$ cat src/rtl/qtree_launch_sequencer.sv
// qtree_launch_sequencer: run controller between the QTree stream loaders and a
// generated kernel. It waits for every argument tree to be loaded into the heap
// and snapshots the root pointers. It then issues the Go token and one pointer
// token per argument, each on an independent valid/ready channel. It captures
// the result pointer, measures run latency and re-arms the loaders in DONE.
//
// Ports:
//   clk, reset        clock, synchronous active-high reset
//   i_start           run request, honoured in IDLE and DONE only
//   i_arg_loaded      per-argument loader-complete level
//   i_arg_ptr         root pointer per argument (slice k = argument k)
//   o_loader_clear    one-cycle pulse on DONE entry, re-arms all loaders
//   o_go_d / i_go_r   Go token valid / ready
//   o_args_d          argument tokens, slice k bit 0 = valid
//   i_args_r          per-argument ready
//   i_res_d           result token, bit 0 = valid
//   o_res_r           result ready (combinational)
//   o_result_data     captured result pointer
//   o_busy, o_done    run in progress / run finished
//   o_run_cycles      saturating LAUNCH-entry-to-capture cycle count
module qtree_launch_sequencer #(
  parameter int unsigned NARGS = 3,
  parameter int unsigned PTR_W = 16,
  parameter int unsigned CNT_W = 32
) (
  input  logic                   clk,
  input  logic                   reset,
  input  logic                   i_start,
  input  logic [NARGS-1:0]       i_arg_loaded,
  input  logic [NARGS*PTR_W-1:0] i_arg_ptr,
  output logic                   o_loader_clear,
  output logic                   o_go_d,
  input  logic                   i_go_r,
  output logic [NARGS*PTR_W-1:0] o_args_d,
  input  logic [NARGS-1:0]       i_args_r,
  input  logic [PTR_W-1:0]       i_res_d,
  output logic                   o_res_r,
  output logic [PTR_W-1:0]       o_result_data,
  output logic                   o_busy,
  output logic                   o_done,
  output logic [CNT_W-1:0]       o_run_cycles
);

  localparam int unsigned ARGS_W = NARGS * PTR_W;

  typedef enum logic [2:0] {
    S_IDLE      = 3'd0,
    S_WAIT_LOAD = 3'd1,
    S_LAUNCH    = 3'd2,
    S_RUN       = 3'd3,
    S_DONE      = 3'd4
  } state_t;

  // Registered state
  state_t             r_state;
  logic [ARGS_W-1:0]  r_ptr;
  logic               r_go_d;
  logic [ARGS_W-1:0]  r_args_d;
  logic               r_go_sent;
  logic [NARGS-1:0]   r_arg_sent;
  logic               r_res_got;
  logic [PTR_W-1:0]   r_result_data;
  logic [CNT_W-1:0]   r_run_cycles;
  logic               r_busy;
  logic               r_done;
  logic               r_loader_clear;

  // Next-state values
  state_t             w_state_n;
  logic [ARGS_W-1:0]  w_ptr_n;
  logic               w_go_d_n;
  logic [ARGS_W-1:0]  w_args_d_n;
  logic               w_go_sent_n;
  logic [NARGS-1:0]   w_arg_sent_n;
  logic               w_res_got_n;
  logic [PTR_W-1:0]   w_result_data_n;
  logic [CNT_W-1:0]   w_run_cycles_n;
  logic               w_busy_n;
  logic               w_done_n;
  logic               w_loader_clear_n;
  logic               w_res_r;
  logic               w_capture;
  logic               w_all_sent;

  // Next-state and next-output logic
  always_comb begin
    w_state_n        = r_state;
    w_ptr_n          = r_ptr;
    w_go_sent_n      = r_go_sent;
    w_arg_sent_n     = r_arg_sent;
    w_res_got_n      = r_res_got;
    w_result_data_n  = r_result_data;
    w_run_cycles_n   = r_run_cycles;
    w_go_d_n         = 1'b0;
    w_args_d_n       = '0;
    w_busy_n         = 1'b0;
    w_done_n         = 1'b0;
    w_loader_clear_n = 1'b0;
    w_res_r          = 1'b0;
    w_capture        = 1'b0;
    w_all_sent       = 1'b0;

    case (r_state)
      S_IDLE: begin
        if (i_start) w_state_n = S_WAIT_LOAD;
      end

      S_WAIT_LOAD: begin
        if (&i_arg_loaded) begin
          // Snapshot roots with the token-valid bit forced on
          w_ptr_n = i_arg_ptr;
          for (int unsigned k = 0; k < NARGS; k++) begin
            w_ptr_n[k*PTR_W] = 1'b1;
          end
          w_go_sent_n    = 1'b0;
          w_arg_sent_n   = '0;
          w_res_got_n    = 1'b0;
          w_run_cycles_n = '0;
          w_state_n      = S_LAUNCH;
        end
      end

      S_LAUNCH, S_RUN: begin
        // Result may be taken any time after launch, until captured once
        w_res_r   = ~r_res_got;
        w_capture = w_res_r & i_res_d[0];
        if (!r_res_got) begin
          w_run_cycles_n = (r_run_cycles == {CNT_W{1'b1}}) ? r_run_cycles
                                                            : r_run_cycles + CNT_W'(1);
        end
        if (w_capture) begin
          w_res_got_n     = 1'b1;
          w_result_data_n = i_res_d;
        end
        // Sticky per-channel sent flags; channels finish in any order
        w_go_sent_n = r_go_sent | (r_go_d & i_go_r);
        for (int unsigned k = 0; k < NARGS; k++) begin
          w_arg_sent_n[k] = r_arg_sent[k] | (r_args_d[k*PTR_W] & i_args_r[k]);
        end
        w_all_sent = w_go_sent_n & (&w_arg_sent_n);
        if (w_all_sent) w_state_n = w_res_got_n ? S_DONE : S_RUN;
      end

      S_DONE: begin
        if (i_start) w_state_n = S_WAIT_LOAD;
      end

      default: begin
        w_state_n = S_IDLE;
      end
    endcase

    // Channel valids are high in LAUNCH until that channel's own transfer
    if (w_state_n == S_LAUNCH) begin
      w_go_d_n = ~w_go_sent_n;
      for (int unsigned k = 0; k < NARGS; k++) begin
        if (!w_arg_sent_n[k]) w_args_d_n[k*PTR_W +: PTR_W] = w_ptr_n[k*PTR_W +: PTR_W];
      end
    end

    w_busy_n         = (w_state_n == S_WAIT_LOAD) || (w_state_n == S_LAUNCH) ||
                       (w_state_n == S_RUN);
    w_done_n         = (w_state_n == S_DONE);
    w_loader_clear_n = (w_state_n == S_DONE) && (r_state != S_DONE);
  end

  // State and output registers
  always_ff @(posedge clk) begin
    if (reset) begin
      r_state        <= S_IDLE;
      r_ptr          <= '0;
      r_go_d         <= 1'b0;
      r_args_d       <= '0;
      r_go_sent      <= 1'b0;
      r_arg_sent     <= '0;
      r_res_got      <= 1'b0;
      r_result_data  <= '0;
      r_run_cycles   <= '0;
      r_busy         <= 1'b0;
      r_done         <= 1'b0;
      r_loader_clear <= 1'b0;
    end else begin
      r_state        <= w_state_n;
      r_ptr          <= w_ptr_n;
      r_go_d         <= w_go_d_n;
      r_args_d       <= w_args_d_n;
      r_go_sent      <= w_go_sent_n;
      r_arg_sent     <= w_arg_sent_n;
      r_res_got      <= w_res_got_n;
      r_result_data  <= w_result_data_n;
      r_run_cycles   <= w_run_cycles_n;
      r_busy         <= w_busy_n;
      r_done         <= w_done_n;
      r_loader_clear <= w_loader_clear_n;
    end
  end

  assign o_loader_clear = r_loader_clear;
  assign o_go_d         = r_go_d;
  assign o_args_d       = r_args_d;
  assign o_res_r        = w_res_r;
  assign o_result_data  = r_result_data;
  assign o_busy         = r_busy;
  assign o_done         = r_done;
  assign o_run_cycles   = r_run_cycles;

endmodule
$ cat config.mk
export PLATFORM = sky130hd
export DESIGN_NAME = qtree_launch_sequencer
export DESIGN_NICKNAME = d
export VERILOG_FILES = /design/src/rtl/qtree_launch_sequencer.sv
export SDC_FILE = /design/constraint.sdc
export NUM_CORES = 1
export LEC_CHECK = 0
export ABC_CLOCK_PERIOD_IN_PS = 1800
export CAP_MARGIN = 20
export CORE_UTILIZATION = 43
export DETAILED_ROUTE_END_ITERATION = 8
export PLACE_DENSITY_LB_ADDON = 0.05
export SKIP_LAST_GASP = 1
export SLEW_MARGIN = 0
export SYNTH_ARGS = -nofsm -noshare
export SYNTH_HDL_FRONTEND = slang
export SYNTH_SLANG_ARGS = --single-unit
export TNS_END_PERCENT = 100
$ cat constraint.sdc
create_clock -name clk -period 1.8 [get_ports clk]
set_input_delay 0.36 -clock clk [delete_from_list [all_inputs] [get_ports clk]]
set_output_delay 0.36 -clock clk [all_outputs]
set_load 0.02 [all_outputs]
==> impl_metrics.py <==
metrics = {
    "grt": {
        "grt_pass1_vias": 5457,
        "grt_usage_pct": 23.89,
        "overflow": 0,
        "grt_pass1_wl_mm": 26.99,
        "antenna_found_initial": 2,
        "grt_start_max_net_pins": 40,
    },
    "setup_path": {
        "max_stage_delay_ns": 0.43,
        "cp_cell_sequence": "or3b_4 -> nor2_4 -> buf_8 -> o21ai_4 -> buf_12 -> nor4b_2",
        "crit_start": "r_state[1]",
        "worst_ep_required_time_ns": 2.12,
        "r2r-start": "r_state[1]",
        "cp_slowest_cell": "or3b_4",
        "critPathCaptureType": "register",
        "crit_type": "register to register",
        "crit_arrival_ns": 2.22,
        "critPathLaunchType": "register",
        "cp_max_fo": 16,
    },
    "detailed_routing": {
        "firstDrtPassIters": 4,
        "via_count": 5597,
        "wl_per_cell_um": 17.83,
        "post-route-drc-count": 0,
        "wl_mm": 18.63,
        "viasPerCell": 5.356,
        "ant_nets": 0,
        "drt_iter0_markers": 275,
    },
    "timing": {
        "slew_headroom_pct": 59.43,
        "finalSetupViolCount": 51,
        "period_share_pct": 105.4,
        "setup_slack_ns": -0.09773,
        "max_freq_mhz": 526.9,
        "rsz0062_at_grt": "true",
        "slew_viol_final": 0,
        "finalHoldViolations": 0,
        "min_period_ns": 1.898,
        "finalSetupTns_ns": -1.460,
        "skew_ns": 0.01093,
        "tightest_slew_ns": 0.6063,
    },
    "synthesis": {
        "synth_flop_cell": "dfxtp_1",
        "synthAdderAreaFrac_pct": 0.2081,
        "synth_mux_area_share_pct": 8.991,
        "netlist_area_um2": 6012,
        "postSynthAreaPerCell_um2": 10.04,
        "synthCells": 599,
        "synthSimpleGateAreaFrac_pct": 23.73,
        "synth_xor_xnor_area_share_pct": 0.8741,
        "synth_edf_count": 0,
        "synth-seq-cells": 156,
        "synth_nets": 674,
        "synth_compound_area_share_pct": 10.11,
        "synth_top_family_by_area": "simple AND/OR/NAND/NOR gates",
        "async_flop_share_pct": 0,
        "synth_seq_area_share_pct": 51.95,
        "yosysWarningCount": 0,
        "ys_types": 57,
    },
    "floorplanning": {
        "ios": 175,
        "initial_core_util_pct": 44.69,
        "rows": 42,
        "core_area_um2": 13450,
        "dieArea_um2": 14460,
        "die_x_um": 120.2,
        "die_height_um": 120.2,
    },
    "power": {
        "vdd_drop_max_mv": 0.6222,
        "powerDensity_nw_per_um2": 754.2,
        "p_total_uw": 7745,
        "cellLeakagePower_uw": 0.003843,
    },
    "final_layout": {
        "stdcell_area_um2": 10270,
        "final_cells": 1045,
        "layout.nets": 931,
        "layout_commonest_cell": "clkdlybuf4s50_1",
        "final_cell_mix": "134 x clkdlybuf4s50_1, 131 x dfxtp_1, 79 x buf_4",
        "drive_gt1_share_pct": 31.95,
        "syn_to_final_growth_pct": 70.82,
        "fillers": 909,
    },
    "clock_tree": {
        "cts_made_buffers": 17,
        "cts_tree": "done",
        "cts_sinks": 156,
        "htree_num_levels": 4,
        "postCtsHoldBufs": 0,
        "root_buffer": "clkbuf_16",
        "clk_pin_slew_ns": 0.06,
        "clk_latency_ns": 0.42,
        "cts_max_path_buffers": 2,
    },
    "outcome": {
        "failed_checks": "setup timing",
        "outcome": "complete, but fails checks",
    },
    "placed_design": {
        "io_buffers": 171,
        "place_hpwl_mm": 11.54,
        "dp_slack_ns": -0.6939,
        "gp_congestion": 0.8711,
        "dpl_cell_area_um2": 8618,
        "place_inst": 989,
    },
    "hold_path": {
        "hp-class": "register to register",
        "hp-start": "o_result_data[9]",
    },
    "run": {
        "max_cap_violations": 0,
    },
}
==> flip-flops by register name (all words and copies together) (netlist names) <==
register and count:
r_res_got 1, o_busy 1, r_state 3, r_ptr 48
r_arg_sent 3, o_go_d 1, o_args_d 48, o_done 1
o_loader_clear 1, r_go_sent 1, o_run_cycles 32, o_result_data 16
==> cell type report <==
class                      instances  area, um^2  share of cell area [%]
clock inverter                     5       81.33                  0.7919
antenna                            2       5.005                 0.04873
tap                              176       220.2                   2.144
clock buffer                      25       506.7                   4.934
inverter                           4       17.52                  0.1706
sequential                       156        3172                   30.88
multi-input combinational        395        3381                   32.92
timing repair buffer             282        2887                   28.11
==> layer usage <==
layer	wire [um]	global-route usage [%]	vias up	share of wire, %
li1	-	-	2686	-
met1	7594	28.76	2693	41
met2	9537	40.59	199	51
met3	1227	6.745	19	6.6
met4	273	8.565	0	1.5
met5	0	0	-	0
==> final timing paths <==
kind / end / slack (ns) / depth (start not counted)
hold reg to reg: o_result_data[9] / 0.46 / 2
hold / removal: o_result_data[9] / 0.46 / 2
setup / recovery: o_args_d[13] / -0.1 / 6
setup reg to reg: o_args_d[13] / -0.1 / 6
==> cells by family after synthesis <==
family                     Yosys count
buffers and inverters               49
xor gates and xnor gates             6
DFF                                156
muxes                               54
AOI/OAI and AO/OA                   82
and+or+nand+nor                    251
adders and majority gates            1
==> synth_stat cells (2+ instances only) <==
cell type	number	area (um^2)
o21ai_0	5	25.02
nor2_1	71	266.5
clkbuf_1	17	63.81
o31ai_1	5	37.54
nand2b_1	10	62.56
dfxtp_1	156	3123
or4_1	5	37.54
a2111oi_2	2	30.03
a31oi_1	2	12.51
nand3_1	15	75.07
nand2_1	61	229.0
mux2i_1	54	540.5
and4_1	7	61.31
xnor2_1	5	43.79
and2_1	6	37.54
a21oi_1	32	160.2
nand4_1	7	43.79
buf_2	21	105.1
nor3_1	2	10.01
nor4b_1	18	157.7
and3_1	3	18.77
a32o_1	3	30.03
nor4_2	10	125.1
inv_1	3	11.26
o2111ai_1	9	78.83
buf_6	5	56.30
a2111o_1	9	101.4
nor2b_1	2	12.51
nor4_1	22	137.6
o21ai_1	2	10.01
a211oi_1	3	22.52
o211ai_1	2	15.01
==> critical path, delay by kind of cell, from the launching register on <==
kind	cells	cell delay, ns
DFF	1	0.33
buffers and inverters	2	0.36
and+or+nand+nor	3	0.98
AOI/OAI and AO/OA	1	0.12
==> where the power goes <==
part / internal (uW) / leakage, uW / switching (uW)
Sequential: 3470 / 0.00127 / 15.5
Combinational: 374 / 0.00229 / 340
Clock: 2220 / 0.000285 / 1320
==> timing repair <==
action	CTS	global route
cloned	4	7
endpoints found under the hold margin	0	0
pin swaps	9	25
endpoints found under the setup margin	94	109
buffers inserted	6	9
gates resized for setup	67	116
==> stage by stage <==
step | util (%) | hold slack [ns]
after CTS | 70.51 | 0.4265
after detailed placement | 64.06 | 0.4497
after floorplan | - | 0.4398
after global placement | 64.06 | 0.4428
final | 76.34 | 0.4576
after global routing | 76.32 | 0.4768
Note: power is estimated with default switching activity, not from simulation.
